### config.mk
export PLATFORM = sky130hd
export DESIGN_NAME = apb_fifo_arbiter_flat
export DESIGN_NICKNAME = d
export VERILOG_FILES = /design/src/rtl/apb_fifo_arbiter_if.sv /design/src/rtl/apb_fifo_arbiter.sv /design/src/flat_wrapper.sv
export SDC_FILE = /design/constraint.sdc
export NUM_CORES = 1
export LEC_CHECK = 0
export CAP_MARGIN = 30
export CORE_MARGIN = 10
export CORE_UTILIZATION = 48
export DETAILED_ROUTE_END_ITERATION = 6
export PLACE_DENSITY = 0.84
export SLEW_MARGIN = 0
export SYNTH_ARGS = -nofsm -noshare
export SYNTH_HDL_FRONTEND = slang
export SYNTH_SLANG_ARGS = --single-unit
### constraint.sdc
create_clock -name PCLK -period 5.22 [get_ports PCLK]
set_input_delay 1.044 -clock PCLK [delete_from_list [all_inputs] [get_ports PCLK]]
set_output_delay 1.044 -clock PCLK [all_outputs]
set_load 0.05 [all_outputs]
### src/rtl/apb_fifo_arbiter_if.sv
// apb_fifo_arbiter_if: APB pins between the arbiter (master) and the FIFO slave.
interface apb_fifo_arbiter_if #(
   parameter int DATA_W = 8
);
   logic              PSEL, PENABLE, PWRITE, PADDR;
   logic [DATA_W-1:0] PWDATA;
   logic              PREADY, PSLVERR;
   logic [DATA_W-1:0] PRDATA;
   modport master (
      output PSEL, PENABLE, PWRITE, PADDR, PWDATA,
      input  PREADY, PSLVERR, PRDATA
   );
   modport slave (
      input  PSEL, PENABLE, PWRITE, PADDR, PWDATA,
      output PREADY, PSLVERR, PRDATA
   );
endinterface

### src/rtl/apb_fifo_arbiter.sv
// apb_fifo_arbiter: round-robin two-client APB master for a single-address-bit FIFO slave.
module apb_fifo_arbiter #(
   parameter int DATA_W  = 8,
   parameter int TIMEOUT = 15
) (
   input  logic              PCLK,
   input  logic              PRESETn,
   input  logic              req0,
   input  logic              req1,
   input  logic              wr0,
   input  logic              wr1,
   input  logic [DATA_W-1:0] wdata0,
   input  logic [DATA_W-1:0] wdata1,
   output logic              ack0,
   output logic              ack1,
   output logic              err0,
   output logic              err1,
   output logic [DATA_W-1:0] rdata,
   output logic              busy,
   apb_fifo_arbiter_if.master apb
);
   localparam logic [1:0] S_IDLE = 2'd0, S_SETUP = 2'd1, S_ACCESS = 2'd2;
   logic [1:0]        r_state;
   logic              r_ptr, r_gnt;
   logic [7:0]        r_cnt;
   logic              w_gnt, w_wr, w_done, w_err;
   logic [DATA_W-1:0] w_wdata;
   logic [7:0]        w_cnt_nxt;
   always_comb begin
      w_gnt     = (req0 & req1) ? r_ptr : req1;
      w_wr      = w_gnt ? wr1 : wr0;
      w_wdata   = w_gnt ? wdata1 : wdata0;
      w_cnt_nxt = r_cnt + 8'd1;
      w_done    = apb.PREADY | (w_cnt_nxt == 8'(TIMEOUT));
      w_err     = ~apb.PREADY | apb.PSLVERR;
   end
   // PWRITE/PWDATA double as the latched request; they stay stable through ACCESS
   always_ff @(posedge PCLK or negedge PRESETn)
      if (!PRESETn) begin
         r_state     <= S_IDLE;
         r_ptr       <= 1'b0;
         r_gnt       <= 1'b0;
         r_cnt       <= 8'd0;
         ack0        <= 1'b0;
         ack1        <= 1'b0;
         err0        <= 1'b0;
         err1        <= 1'b0;
         rdata       <= '0;
         busy        <= 1'b0;
         apb.PSEL    <= 1'b0;
         apb.PENABLE <= 1'b0;
         apb.PWRITE  <= 1'b0;
         apb.PADDR   <= 1'b0;
         apb.PWDATA  <= '0;
      end else begin
         ack0 <= 1'b0;
         ack1 <= 1'b0;
         err0 <= 1'b0;
         err1 <= 1'b0;
         case (r_state)
            S_IDLE: if (req0 | req1) begin
               r_state    <= S_SETUP;
               r_gnt      <= w_gnt;
               r_ptr      <= ~w_gnt;
               r_cnt      <= 8'd0;
               busy       <= 1'b1;
               apb.PSEL   <= 1'b1;
               apb.PWRITE <= w_wr;
               apb.PADDR  <= ~w_wr;
               apb.PWDATA <= w_wr ? w_wdata : '0;
            end
            S_SETUP: begin
               r_state     <= S_ACCESS;
               apb.PENABLE <= 1'b1;
            end
            S_ACCESS: if (w_done) begin
               r_state     <= S_IDLE;
               busy        <= 1'b0;
               apb.PSEL    <= 1'b0;
               apb.PENABLE <= 1'b0;
               ack0        <= ~r_gnt;
               ack1        <= r_gnt;
               err0        <= ~r_gnt & w_err;
               err1        <= r_gnt & w_err;
               if (apb.PREADY & ~apb.PSLVERR & ~apb.PWRITE) rdata <= apb.PRDATA;
            end else
               r_cnt <= w_cnt_nxt;
            default: r_state <= S_IDLE;
         endcase
      end
endmodule

### src/flat_wrapper.sv
// flat-port wrapper written by rule: the top's interface ports become plain ports
module apb_fifo_arbiter_flat 
#(
   parameter int DATA_W  = 8,
   parameter int TIMEOUT = 15
)
  (PCLK, PRESETn, req0, req1, wr0, wr1, wdata0, wdata1, ack0, ack1, err0, err1, rdata, busy, apb_PSEL, apb_PENABLE, apb_PWRITE, apb_PADDR, apb_PWDATA, apb_PREADY, apb_PSLVERR, apb_PRDATA);
  apb_fifo_arbiter_if #(.DATA_W(DATA_W)) apb_i ();
  input  logic PCLK;
  input  logic PRESETn;
  input  logic req0;
  input  logic req1;
  input  logic wr0;
  input  logic wr1;
  input  logic [DATA_W-1:0] wdata0;
  input  logic [DATA_W-1:0] wdata1;
  output logic ack0;
  output logic ack1;
  output logic err0;
  output logic err1;
  output logic [DATA_W-1:0] rdata;
  output logic busy;
  output wire logic [$bits(apb_i.PSEL)-1:0] apb_PSEL;
  output wire logic [$bits(apb_i.PENABLE)-1:0] apb_PENABLE;
  output wire logic [$bits(apb_i.PWRITE)-1:0] apb_PWRITE;
  output wire logic [$bits(apb_i.PADDR)-1:0] apb_PADDR;
  output wire logic [$bits(apb_i.PWDATA)-1:0] apb_PWDATA;
  input wire logic [$bits(apb_i.PREADY)-1:0] apb_PREADY;
  input wire logic [$bits(apb_i.PSLVERR)-1:0] apb_PSLVERR;
  input wire logic [$bits(apb_i.PRDATA)-1:0] apb_PRDATA;
  assign apb_PSEL = apb_i.PSEL;
  assign apb_PENABLE = apb_i.PENABLE;
  assign apb_PWRITE = apb_i.PWRITE;
  assign apb_PADDR = apb_i.PADDR;
  assign apb_PWDATA = apb_i.PWDATA;
  assign apb_i.PREADY = apb_PREADY;
  assign apb_i.PSLVERR = apb_PSLVERR;
  assign apb_i.PRDATA = apb_PRDATA;
  apb_fifo_arbiter #(.DATA_W(DATA_W), .TIMEOUT(TIMEOUT)) u_core (.PCLK(PCLK), .PRESETn(PRESETn), .req0(req0), .req1(req1), .wr0(wr0), .wr1(wr1), .wdata0(wdata0), .wdata1(wdata1), .ack0(ack0), .ack1(ack1), .err0(err0), .err1(err1), .rdata(rdata), .busy(busy), .apb(apb_i));
endmodule
## Word level (Yosys, flattened, before mapping)

Cells that the tools add are included.

- Input bits: 32
- Bits in registers: 36
- Logic and storage cells: 66
- Output and inout bits: 25

- Add/subtract/negate cells: 1
- Muxes and demuxes: 22
- Eq/ne operators: 6
- Reduce and logical (&&, ||, !) cells: 9
- Bitwise gates (word level): 14

Operator list:

| operator | count |
|---|---|
| 8-bit 2-to-1 mux | 4 |
| 8-bit one-hot mux with 2 select lines | 1 |
| 1-bit 2-to-1 mux | 12 |
| 3-bit AND reduction | 3 |
| 8-bit by 1-bit adder with 8-bit output (second input constant) | 1 |
| 8-bit by 4-bit equality test with 1-bit output (second input constant) | 1 |
| 1-bit inverter | 6 |
| 2-bit one-hot mux with 3 select lines | 1 |
| 2-bit AND reduction | 3 |
| 1-bit AND | 5 |
| 2-bit 2-to-1 mux | 2 |
| 2-bit by 1-bit inequality test with 1-bit output (second input constant) | 2 |
| 1-bit one-hot mux with 2 select lines | 2 |
| 2-bit nonzero test | 2 |
| 1-bit bitwise OR | 3 |
| 2-bit by 1-bit equality test with 1-bit output (second input constant) | 1 |
| 2-bit equality test (second input constant) | 1 |
| 2-bit logical NOT | 1 |
| 2-bit inequality test (second input constant) | 1 |

## Longest topological paths before layout

- Depth after elaboration: 5
- Mapped depth: 7
- Depth with buffers taken out: 7

## Worst setup path before layout

OpenSTA, ideal clock, no wires.

- Path kind: input port to flip-flop
- Start point: input req0
- End point: register u_core.apb.PWDATA[0]
- Cell stages on the path: 6
- Required time: 5.089 ns
- Buffers on the path: 1
- Arrival: 2.060 ns
- Setup time: 0.131 ns
- Setup slack: 3.029 ns
- Path through: inv_1 o21ai_0 buf_2 mux2_2 nand2_1 o21ai_0

- Word-level cells in the longest chain between the ends: 4
- Elaborated cells on any way between the ends: 7
- Classes of those cells: 4 x mux; 2 x bitwise; 1 x reduce/logical

RTL lines:

| element | RTL line | RTL |
|---|---|---|
| start, declared | flat_wrapper.sv:11 | `input logic req0;` |
| 1-bit AND | apb_fifo_arbiter.sv:30 | `w_gnt = (req0 & req1) ? r_ptr : req1;` |
| 1-bit 2-to-1 mux | apb_fifo_arbiter.sv:30 |  |
| 8-bit 2-to-1 mux or 1-bit 2-to-1 mux (tied branches) | apb_fifo_arbiter.sv:32, apb_fifo_arbiter.sv:31 |  |
| 8-bit 2-to-1 mux | apb_fifo_arbiter.sv:70 | `apb.PWDATA <= w_wr ? w_wdata : '0;` |
| end signal, assigned | apb_fifo_arbiter.sv:70 |  |
| end, declared | apb_fifo_arbiter_if.sv:10 | `output PSEL, PENABLE, PWRITE, PADDR, PWDATA,` |

Several ways; a longest one is shown, not always the timed one.
A chain may end at the register's enable or synchronous reset.

## Final worst setup path

- Start point: input req1
- End point: register u_core.apb.PWDATA[6]

- Word-level cells in the longest chain between the ends: 4
- Elaborated cells on any way between the ends: 7
- Classes of those cells: 4 x mux; 2 x bitwise; 1 x reduce/logical

RTL lines:

| element | RTL line | RTL |
|---|---|---|
| start, declared | flat_wrapper.sv:12 | `input logic req1;` |
| 1-bit AND | apb_fifo_arbiter.sv:30 |  |
| 1-bit 2-to-1 mux | apb_fifo_arbiter.sv:30 |  |
| 8-bit 2-to-1 mux or 1-bit 2-to-1 mux (tied branches) | apb_fifo_arbiter.sv:32, apb_fifo_arbiter.sv:31 |  |
| 8-bit 2-to-1 mux | apb_fifo_arbiter.sv:70 |  |

Several ways; a longest one is shown, not always the timed one.

==> results.toml <==
[outcome]
status = "finished, final reports clean"

[power_and_ir_drop]
seqPwrFrac_pct = 35.3
powerDensity_nw_per_um2 = 526
p_switching_mw = 0.568
switching_share_pct = 46.1
p_clk_share_pct = 12.9
pwr-share-comb_pct = 51.8
ir_drop_mv = 0.348
intPower_mw = 0.665
p_leak_nw = 1.03

[synth]
yosysMostFrequentCell = "dfrtp_1"
synth_fp_nets = 188
syn_area_um2 = 1690
synth.avg_cell_area_um2 = 11.0
ys_seq_area_share_pct = 53.4
ys_top_cells_by_area = "dfrtp_1 53%, mux2_2 6.7%, mux2i_1 5.9%"
yosys_warnings = 0
synth_top_area_cell = "dfrtp_1"
yosysUniqueCellTypes = 41
yosys_register_bits = 36
netlist_instances = 154
synth_commonest_cells = "36 x dfrtp_1, 16 x nand2_1, 13 x o21ai_0"
synth_top_area_share_pct = 53.4
async_reset_ff_share_pct = 100
synth_edf_count = 0
synth_top_flop_cell = "dfrtp_1"

[sta]
whs_ps = 508
final_max_slew_viol_count = 0
relSlewSlack_pct = 33.8
setup-violations-final = 0
skew_ps = 15.4
max_freq_ghz = 0.367
tns_ps = 0
tightest_slew_ps = 987
finalHoldViolCount = 0
period_share_pct = 52.2
rsz0062_at_grt = "false"
min_period_ps = 2730

[setup_path]
arrival_ps = 2940
reg2reg_slack_ps = 2720
worstSetupStartpoint = "req1"
reg2reg_from = "u_core.r_cnt[0]"
reg2reg_to = "u_core.apb.PSEL"
crit_path_start_kind = "input pin"
path_class = "in -> reg"
r2r_cells = 6
worstSetupEndpoint = "u_core.apb.PWDATA[6]"
path_max_fanout = 15
cp.required_ps = 5430
end_kind = "flop"

[clock_network]
ctsHoldBuffers = 0
cts_htree_levels = 2
cts-buffers-inserted = 5
clockRootBuffer = "clkbuf_4"
cts_tree = "done"
clock_sinks = 36
post_cts_buffers = 0
cts_resized = 0
clockBufferDepth = 2
clkTransAtPathRegs_ps = 100
clock_latency_ps = 350

[die]
io_pins = 57
die_y_um = 79.3
initial_utilization_pct = 50.2
core_um2 = 3360
dieArea_um2 = 6290
rows = 21
die_w_um = 79.3

[detailed_routing]
drc = 0
antenna_left = 0
vias_per_cell = 5.31
wire_per_inst_um = 16.3
dr.pass1.iters = 4
wl_mm = 4.22
drt_iter0_markers = 63
num_vias = 1375

[global_route]
grt_max_degree = 37
antenna_found_initial = 0
grt.overflow.total = 0
grt_pass1_vias = 1428
grt_pass1_wl_mm = 7.07
grt_use_total_pct = 14.1

[final_layout]
antennaDiodeCount = 0
fin_util_pct = 69.6
fin_cells = 259
nets = 246
fin_area_um2 = 2340
area.growth.synth_to_final_pct = 38.8
drive_above_1_share_pct = 11.7

[placement]
placed_area_um2 = 2280
dp_hpwl_mm = 3.31
place.gp.congestion = 0.826
dp.cells = 251
port_buffers = 56

[flow_run]
cap_violations = 0

[worst_hold_path]
min_path_type = "reg -> reg"
-- flip-flops by register name (all words and copies together), names as in the netlist --
signal	cells
u_core.apb.PADDR	1
u_core.err0	1
u_core.rdata	8
u_core.ack0	1
u_core.r_cnt	8
u_core.apb.PWDATA	8
u_core.r_ptr	1
u_core.apb.PSEL	1
u_core.err1	1
u_core.apb.PWRITE	1
u_core.r_state	2
u_core.ack1	1
u_core.apb.PENABLE	1
u_core.r_gnt	1
-- area by class of cell --
class | instances | area, µm²
timing repair buffer | 58 | 576
sequential | 36 | 901
fill | 282 | 1020
multi-input combinational | 106 | 727
inverter | 5 | 18.8
tap | 46 | 57.6
clock inverter | 1 | 7.51
clock buffer | 7 | 55.1
-- power groups by stage --
stage | sequential, mW | combinational (mW) | clock [mW]
after global placement | 0.438 | 0.632 | 0
after detailed placement | 0.439 | 0.645 | 0
after floorplan | 0.671 | 0.181 | 0
final | 0.435 | 0.638 | 0.159
after CTS | 0.436 | 0.646 | 0.164
after global routing | 0.450 | 0.678 | 0.177
-- cell usage in the layout (no fill, tap or decap), drive strengths merged --
cell / instances
nor2: 11
and4: 1
o22a: 1
o21a: 4
nand2: 16
ha: 2
clkdlybuf4s50: 56
or3: 2
o21bai: 1
nor2b: 2
o21ai: 15
o211ai: 1
or2: 1
a221o: 1
mux2i: 10
a21o: 4
dfrtp: 36
a211o: 1
a2111oi: 1
nor3b: 1
nand3: 4
a21oi: 1
nor3: 5
nand3b: 1
clkinvlp: 1
mux2: 10
clkbuf: 7
inv: 5
nand2b: 3
a21boi: 1
a211oi: 2
nor4b: 1
a31oi: 1
and3b: 1
buf: 2
nand4: 1
-- critical path: stages --
cell             delay [ps]
clkdlybuf4s50_1         410
o21ai_1                 780
inv_1                   240
nand2_1                 300
o21ai_0                 160
-- metrics by stage --
step | power [mW] | setup WS [ps]
2_1_floorplan | 0.852 | 3030
3_3_place_gp | 1.07 | 2220
3_5_place_dp | 1.08 | 2120
4_1_cts | 1.25 | 2490
5_1_grt | 1.31 | 2280
6_report | 1.23 | 2490
-- layer usage --
layer | GRT usage [%] | vias to the layer above | routed length [µm]
met5 | 0 | - | 0
met4 | 5.56 | 0 | 65
met3 | 6.42 | 9 | 336
met2 | 23.2 | 49 | 2160
met1 | 15.6 | 661 | 1660
li1 | - | 656 | -
-- cell families after synthesis --
kind of cell / count (synthesis) / share of synthesized area (%)
DFF: 36 / 53.4
muxes: 20 / 12.6
adders and majority gates: 2 / 1.48
and+or+nand+nor: 50 / 14.8
AOI/OAI and AO/OA: 34 / 14.2
buffers and inverters: 12 / 3.56
-- how the worst min path moves through the flow --
stage / start / endpoint / slack (ps) / depth (start not counted)
2_1_floorplan: u_core.r_gnt / u_core.ack0 / 450 / 1
3_3_place_gp: u_core.apb.PWDATA[5] / u_core.apb.PWDATA[5] / 480 / 2
3_5_place_dp: u_core.apb.PWDATA[1] / u_core.apb.PWDATA[1] / 480 / 2
4_1_cts: u_core.r_gnt / u_core.ack0 / 500 / 1
5_1_grt: u_core.apb.PENABLE / u_core.apb.PENABLE / 530 / 1
6_report: u_core.r_gnt / u_core.ack0 / 510 / 1
No activity file was read; power rests on OpenSTA's default activity.
